`config.mk`:
```
export PLATFORM = sky130hd
export DESIGN_NAME = walk_multi
export DESIGN_NICKNAME = d
export VERILOG_FILES = /design/src/rtl/walk_multi.sv
export SDC_FILE = /design/constraint.sdc
export NUM_CORES = 1
export LEC_CHECK = 0
export BUFFER_PORTS_ARGS = -buffer_cell sky130_fd_sc_hd__buf_4
export CAP_MARGIN = 10
export CORE_MARGIN = 3
export CORE_UTILIZATION = 50
export CTS_BUF_LIST = sky130_fd_sc_hd__clkbuf_2 sky130_fd_sc_hd__clkbuf_4 sky130_fd_sc_hd__clkbuf_8
export DETAILED_ROUTE_END_ITERATION = 16
export HOLD_SLACK_MARGIN = 0.12
export PLACE_DENSITY_LB_ADDON = 0.25
export SLEW_MARGIN = 0
export SYNTH_ARGS = -nofsm -noshare
export SYNTH_HDL_FRONTEND = slang
export SYNTH_SLANG_ARGS = --single-unit
```
`constraint.sdc`:
```
create_clock -name clk -period 2.9 [get_ports clk]
set_input_delay 0.58 -clock clk [delete_from_list [all_inputs] [get_ports clk]]
set_output_delay 0.58 -clock clk [all_outputs]
set_load 0.05 [all_outputs]
```
`src/rtl/walk_multi.sv`:
```
// Multi-lane RHT recovery walker: RESTORE from checkpoint base to the faulting ticket, RECLAIM to the tail, then DONE.
// Optional WALK_PERF_EN adds saturating recovery/walk-cycle performance counters.
module walk_multi #(
    parameter int RHT_ID_WIDTH = 8,
    parameter int C_ADDR       = 2,
    parameter int K            = 32,
    parameter int WALK_W       = 2
) (
    input  logic                           clk,
    input  logic                           rst,
    input  logic                           rec_en,
    input  logic [RHT_ID_WIDTH-1:0]        rec_rht_id,
    input  logic [RHT_ID_WIDTH-1:0]        rht_id_out,
    input  logic                           walk_stall,
    output logic                           rec_ready,
    output logic                           rec_state,
    output logic                           in_reclaim,
    output logic [WALK_W-1:0]              walk_valid,
    output logic [WALK_W*RHT_ID_WIDTH-1:0] walk_idx,
    output logic [C_ADDR-1:0]              new_checkpoint,
    output logic                           rht_set_ptr,
    output logic [RHT_ID_WIDTH-1:0]        new_pointer
`ifdef WALK_PERF_EN
    ,
    output logic [31:0]                    perf_rec_cnt,
    output logic [31:0]                    perf_walk_cyc
`endif
);

    localparam int LOG_K = $clog2(K);

    typedef logic [RHT_ID_WIDTH-1:0] id_t;
    typedef enum logic [1:0] {S_IDLE, S_RESTORE, S_RECLAIM, S_DONE} state_t;

    localparam id_t BASE_MASK = ~id_t'(K - 1);
    localparam id_t WALK_STEP = id_t'(WALK_W);

    state_t      state_q, state_d;
    id_t         walk_point_q, walk_point_d;
    id_t         target_q, target_d;
    logic [C_ADDR-1:0] new_checkpoint_q, new_checkpoint_d;

    id_t  rem;
    id_t  target_inc;
    logic walking;

    // NOTE: every signal written here gets a default first, so no path can infer a latch.
    always_comb begin
        state_d          = state_q;
        walk_point_d     = walk_point_q;
        target_d         = target_q;
        new_checkpoint_d = new_checkpoint_q;
        rem              = '0;
        walking          = 1'b0;
        rec_ready        = 1'b0;
        rec_state        = 1'b0;
        in_reclaim       = 1'b0;
        rht_set_ptr      = 1'b0;
        new_pointer      = '0;
        walk_valid       = '0;
        walk_idx         = '0;
        target_inc       = target_q + id_t'(1);

        case (state_q)
            S_IDLE: begin
                rec_ready = 1'b1;
                if (rec_en) begin
                    target_d         = rec_rht_id;
                    // Checkpoint slot is the ticket's block number, truncated to the checkpoint table size.
                    new_checkpoint_d = C_ADDR'(rec_rht_id >> LOG_K);
                    walk_point_d     = rec_rht_id & BASE_MASK;
                    state_d          = S_RESTORE;
                end
            end
            S_RESTORE: begin
                rec_state = 1'b1;
                walking   = 1'b1;
                rem       = target_q - walk_point_q;
                if (!walk_stall) begin
                    if (rem < WALK_STEP) begin
                        walk_point_d = target_inc;
                        state_d      = (target_inc == rht_id_out) ? S_DONE : S_RECLAIM;
                    end else begin
                        walk_point_d = walk_point_q + WALK_STEP;
                    end
                end
            end
            S_RECLAIM: begin
                rec_state  = 1'b1;
                in_reclaim = 1'b1;
                walking    = 1'b1;
                rem        = rht_id_out - id_t'(1) - walk_point_q;
                if (!walk_stall) begin
                    if (rem < WALK_STEP) state_d = S_DONE;
                    else                 walk_point_d = walk_point_q + WALK_STEP;
                end
            end
            S_DONE: begin
                rec_state   = 1'b1;
                rht_set_ptr = 1'b1;
                new_pointer = target_inc;
                state_d     = S_IDLE;
            end
            default: state_d = S_IDLE;
        endcase

        // Lanes beyond the remaining distance stay invalid so a phase never spills into the next.
        if (walking) begin
            for (int i = 0; i < WALK_W; i++) begin
                walk_idx[i*RHT_ID_WIDTH +: RHT_ID_WIDTH] = walk_point_q + id_t'(i);
                walk_valid[i] = !walk_stall && (id_t'(i) <= rem);
            end
        end
    end

    // NOTE: state registers use non-blocking assignments so every flop samples pre-edge values.
    always_ff @(posedge clk) begin
        if (rst) begin
            state_q          <= S_IDLE;
            walk_point_q     <= '0;
            target_q         <= '0;
            new_checkpoint_q <= '0;
        end else begin
            state_q          <= state_d;
            walk_point_q     <= walk_point_d;
            target_q         <= target_d;
            new_checkpoint_q <= new_checkpoint_d;
        end
    end

    assign new_checkpoint = new_checkpoint_q;

`ifdef WALK_PERF_EN
    logic [31:0] perf_rec_cnt_q, perf_rec_cnt_d;
    logic [31:0] perf_walk_cyc_q, perf_walk_cyc_d;

    always_comb begin
        perf_rec_cnt_d  = perf_rec_cnt_q;
        perf_walk_cyc_d = perf_walk_cyc_q;
        if (rec_ready && rec_en && perf_rec_cnt_q != '1) perf_rec_cnt_d = perf_rec_cnt_q + 32'd1;
        if (rec_state && perf_walk_cyc_q != '1)          perf_walk_cyc_d = perf_walk_cyc_q + 32'd1;
    end

    always_ff @(posedge clk) begin
        if (rst) begin
            perf_rec_cnt_q  <= '0;
            perf_walk_cyc_q <= '0;
        end else begin
            perf_rec_cnt_q  <= perf_rec_cnt_d;
            perf_walk_cyc_q <= perf_walk_cyc_d;
        end
    end

    assign perf_rec_cnt  = perf_rec_cnt_q;
    assign perf_walk_cyc = perf_walk_cyc_q;
`endif

endmodule

```
# Yosys cells after proc, flatten, opt, wreduce, memory -nomap -nowiden
# Index checks and enable logic that the tools add are counted.
# W data, S select, Z words.
word_totals:
  ff_bits: 20
  in_bits: 20
  output_inout_bits: 32
  word_cells: 56
op_classes:
  addsub: 6
  order_cmp: 4
  n_eq_ne: 10
  muxes: 22
  reduce_logical: 10
ops:
  columns: ["cell", "count"]
  rows:
  - ["$mux W8", 6]
  - ["$pmux W8 S3", 1]
  - ["$add A8 B1 Y8 const B", 2]
  - ["$le A1 B8 Y1 const A", 2]
  - ["$lt A8 B2 Y1 const B", 2]
  - ["$mux W16", 1]
  - ["$pmux W8 S2", 1]
  - ["$sub A8 B8 Y8", 2]
  - ["$mux W2", 6]
  - ["$ne A2 B2 Y1 const B", 6]
  - ["$reduce_and A5 Y1", 2]
  - ["$add A8 B2 Y8 const B", 1]
  - ["$eq A8 B8 Y1", 1]
  - ["$pmux W2 S4", 1]
  - ["$sub A8 B1 Y8 const B", 1]
  - ["$mux W1", 6]
  - ["$eq A2 B2 Y1 const B", 2]
  - ["$reduce_bool A3 Y1", 1]
  - ["$reduce_or A3 Y1", 1]
  - ["$eq A2 B1 Y1 const B", 1]
  - ["$logic_and A1 B1 Y1", 2]
  - ["$logic_not A2 Y1", 1]
  - ["$reduce_and A2 Y1", 1]
  - ["$reduce_or A2 Y1", 1]
  - ["$logic_not A1 Y1", 1]

# Longest topological paths before layout
logic_depth:
  ltp_word: 6
  ltp_mapped: 12

# Least setup slack after synthesis
# No wires, ideal clock.
synth_timing:
  path_kind: "input-to-output"
  from: "input rht_id_out[0]"
  to: "output walk_valid[1]"
  t_arrival_ps: 3201
  slack_ps: -881
  path_stages: 10
  n_path_buf: 0
  path_cell_list: "ha_1 -> inv_1 -> fa_1 -> and2b_1 -> o221ai_1 -> a21oi_1 -> xor2_1 -> or4_4 -> o31ai_1 -> a21boi_0"
synth_between:
  elab_chain_cells: 6
synth_rtl:
  columns: ["item", "line", "rtl"]
  rows:
  - ["start, declared", "13", "input logic [RHT_ID_WIDTH-1:0] rht_id_out,"]
  - ["$sub A8 B1 Y8", "92", "rem = rht_id_out - id_t'(1) - walk_point_q;"]
  - ["$sub A8 B8 Y8", "92", null]
  - ["$pmux W8 S2", "64", "case (state_q)"]
  - ["$le A1 B8 Y1", "111", "walk_valid[i] = !walk_stall && (id_t'(i) <= rem);"]
  - ["$logic_and A1 B1 Y1", "111", null]
  - ["$mux W2", "108", "if (walking) begin"]
  - ["end, declared", "18", "output logic [WALK_W-1:0] walk_valid,"]
# No other way between the ends.

# Worst setup path after layout
# Same ends and word-level chain as after synthesis.

==> reports/qor.yml <==
pwr:
  power.share.combinational_pct: 78.5
  p_switching_uw: 1430
  p_int_uw: 1200
  ir_worst_vdd_mv: 0.642
  clockPowerShare_pct: 8.1
  powerDensity_nw_per_um2: 830
  pwr-share-seq_pct: 13.4
  p_leak_uw: 0.00138
  swShare_pct: 54.4
worst_setup_path:
  path_max_fanout: 3
  required_ns: 2.32
  start_kind: "input pin"
  ff2ff_path_depth: 18
  r2r_slack_ns: -0.45
  crit_path_end_kind: "output pin"
  critical_path_class: "input pin to output pin"
  arrival_ns: 2.81
  worstReg2RegEnd: "walk_point_q[4]$_SDFFE_PP0P_"
  r2r_start: "walk_point_q[0]$_SDFFE_PP0P_"
place:
  dpl_cell_area_um2: 2920
  placement.io_buffers: 51
  place.gp.congestion: 0.915
  dp_hpwl_um: 5300
synthesis:
  synthArstFlopShare_pct: 0
  avgSynthCellArea_um2: 7.63
  synth_edf_count: 0
  synthDistinctLibCells: 58
  synthDominantCellAreaShare_pct: 16.4
  syn-num-nets: 331
  synthMostInstantiatedCell: "nor2_1"
  ys.flop_type: "dfxtp_1"
  synth-seq-cells: 18
  synth-seq-area-share_pct: 16.4
  netlist_instances: 287
  yosysWarningCount: 0
  synth_top_cell_by_area: "dfxtp_1"
  netlist_area_um2: 2190
  synthTopCellsByArea: "dfxtp_1 (16%), ha_1 (13%), xor2_1 (7.2%), xnor2_1 (5.6%), nand3_1 (5.5%)"
  netlist_top_cells_count: "nor2_1 (32), nand3_1 (24), ha_1 (22)"
sta:
  finalHoldViolCount: 0
  fmax_mhz: 295
  finalClockSkew_ns: 0.00107
  slew_headroom_pct: 48.3
  setup_viol: 8
  worst_pin_slew_ns: 0.773
  post-route-period-util_pct: 117
  setup_slack_ns: -0.489
  rsz0062_at_grt: "yes"
  period_minus_slack_ns: 3.39
  drv_slew: 0
global_routing:
  grt_antenna_before_repair: 0
  grt_pass1_vias: 2416
  grt.total_usage_pct: 26.8
  grt_max_degree: 18
  overflow: 0
  grt_pass1_wl_um: 11300
detailed_routing:
  drtPass1Iterations: 5
  viasPerCell: 5.91
  drt_wl_total_um: 7290
  drcViolationCount: 0
  ant_nets: 0
  drt_iter0_markers: 165
  vias: 2540
  wl_per_cell_um: 17.0
final_layout:
  antenna_cells: 0
  areaGrowthSynthToFinish_pct: 44.9
  drive_gt1_share_pct: 36.6
  fin_util_pct: 77.1
  nets: 425
  finalInstanceArea_um2: 3170
die:
  dieArea_um2: 5210
  ios: 52
  core_area_um2: 4120
  initial_core_util_pct: 53.2
  rows: 23
  die_x_um: 72.2
  die_y_um: 72.2
clocking:
  cts_hold_buffers: 0
  htree_levels: 1
  cts_tree: "done"
  clk_pin_slew_ns: 0.07
  clock_latency_ns: 0.26
  numCtsBuffers: 3
  cts_buffer_depth: 2
  cts_sinks: 18
  clockRootBuffer: "clkbuf_8"
outcome:
  violations: "negative setup slack"
  status: "finished with violations"
worst_hold_path:
  min_path_cells: 2
  holdPathEnd: "target_q[7]$_SDFFE_PP0P_"
  min-delay-start: "target_q[7]$_SDFFE_PP0P_"
  min_path_type: "register to register"
flow_run:
  maxCapViolations: 0
[per-layer routing]
layer	wire length, um	global-route usage (%)	vias to the layer above	share of wire, %
li1	-	-	1211	-
met1	3030	34.5	1196	42
met2	3550	47.2	118	49
met3	604	3.88	15	8.3
met4	107	6.05	0	1.5
met5	0	0	-	0
[worst max path at each step]
stage | startpoint | to | slack [ns] | cells past startpoint
global placement | rht_id_out[0] | walk_valid[1] | -0.53 | 12
CTS | rht_id_out[0] | walk_valid[1] | -0.50 | 12
global route | walk_point_q[0]$_SDFFE_PP0P_ | walk_valid[1] | -0.62 | 14
floorplan | rht_id_out[0] | walk_valid[1] | -0.29 | 10
detailed placement | rht_id_out[0] | walk_valid[1] | -0.57 | 12
finish | rht_id_out[0] | walk_valid[1] | -0.49 | 12
[cells by family after synthesis]
kind of cell,Yosys count,share of synthesized area [%]
compound gates,59,20.1
mux,3,1.43
xor+xnor,33,13.5
flops,18,16.4
buf+inv,32,6.40
simple gates,118,27.7
fa+ha+maj,24,14.4
[placed cells by master (no fill, tap or decap), types with 4 or more instances in the layout]
master      n
a21oi_1    16
a2bb2oi_1   5
and2_1      4
buf_4      92
buf_6       9
clkbuf_8    4
dfxtp_1    16
ha_1       21
inv_1      15
nand2_1    17
nand3_1    24
nand4_1     6
nor2_1     32
nor2b_1     8
nor3_1      5
xnor2_1    14
xor2_1     18
[power groups by stage]
stage / clock, uW / sequential (uW) / combinational, uW
global route: 226 / 359 / 2220
finish: 214 / 354 / 2070
floorplan: 0 / 349 / 1310
CTS: 216 / 351 / 1930
detailed placement: 0 / 355 / 1870
global placement: 0 / 352 / 1830
[registers in the layout, summed over array words and instances, names as in the netlist]
register,cells
state_q,2
target_q,8
walk_point_q,8
[layout make-up]
class	instances	area (um2)
clock buffers	4	55.1
fillers	297	941
inverters	19	71.3
multi-input cells	238	1830
flip-flops and latches	18	363
well taps	50	62.6
repair buffers	101	792
[worst max-delay path, stage by stage]
cell,delay (ns)
buf_6,0.08
ha_4,0.13
inv_2,0.03
fa_2,0.32
and2b_2,0.26
o221ai_2,0.11
a21oi_2,0.15
xor2_1,0.09
or4_4,0.52
o31ai_4,0.28
a21boi_4,0.08
buf_6,0.15
[stage by stage]
stage / hold WS (ns) / setup slack [ns] / std cells / setup TNS, ns / power, uW
5_1_grt: 0.545 / -0.625 / 430 / -4.41 / 2800
6_report: 0.507 / -0.489 / 430 / -3.39 / 2640
3_3_place_gp: 0.478 / -0.534 / 416 / -2.15 / 2180
3_5_place_dp: 0.490 / -0.574 / 416 / -2.55 / 2220
2_1_floorplan: 0.469 / -0.285 / 287 / -0.285 / 1660
4_1_cts: 0.503 / -0.503 / 421 / -0.503 / 2490
[what timing repair did]
action	CTS	global route
gates resized for setup	5	25
pin swaps	4	10
endpoints found under the setup margin	9	11
buffers inserted	1	10
hold endpoints to repair	0	0
gates cloned	0	1
(Power assumes the default switching activity.)
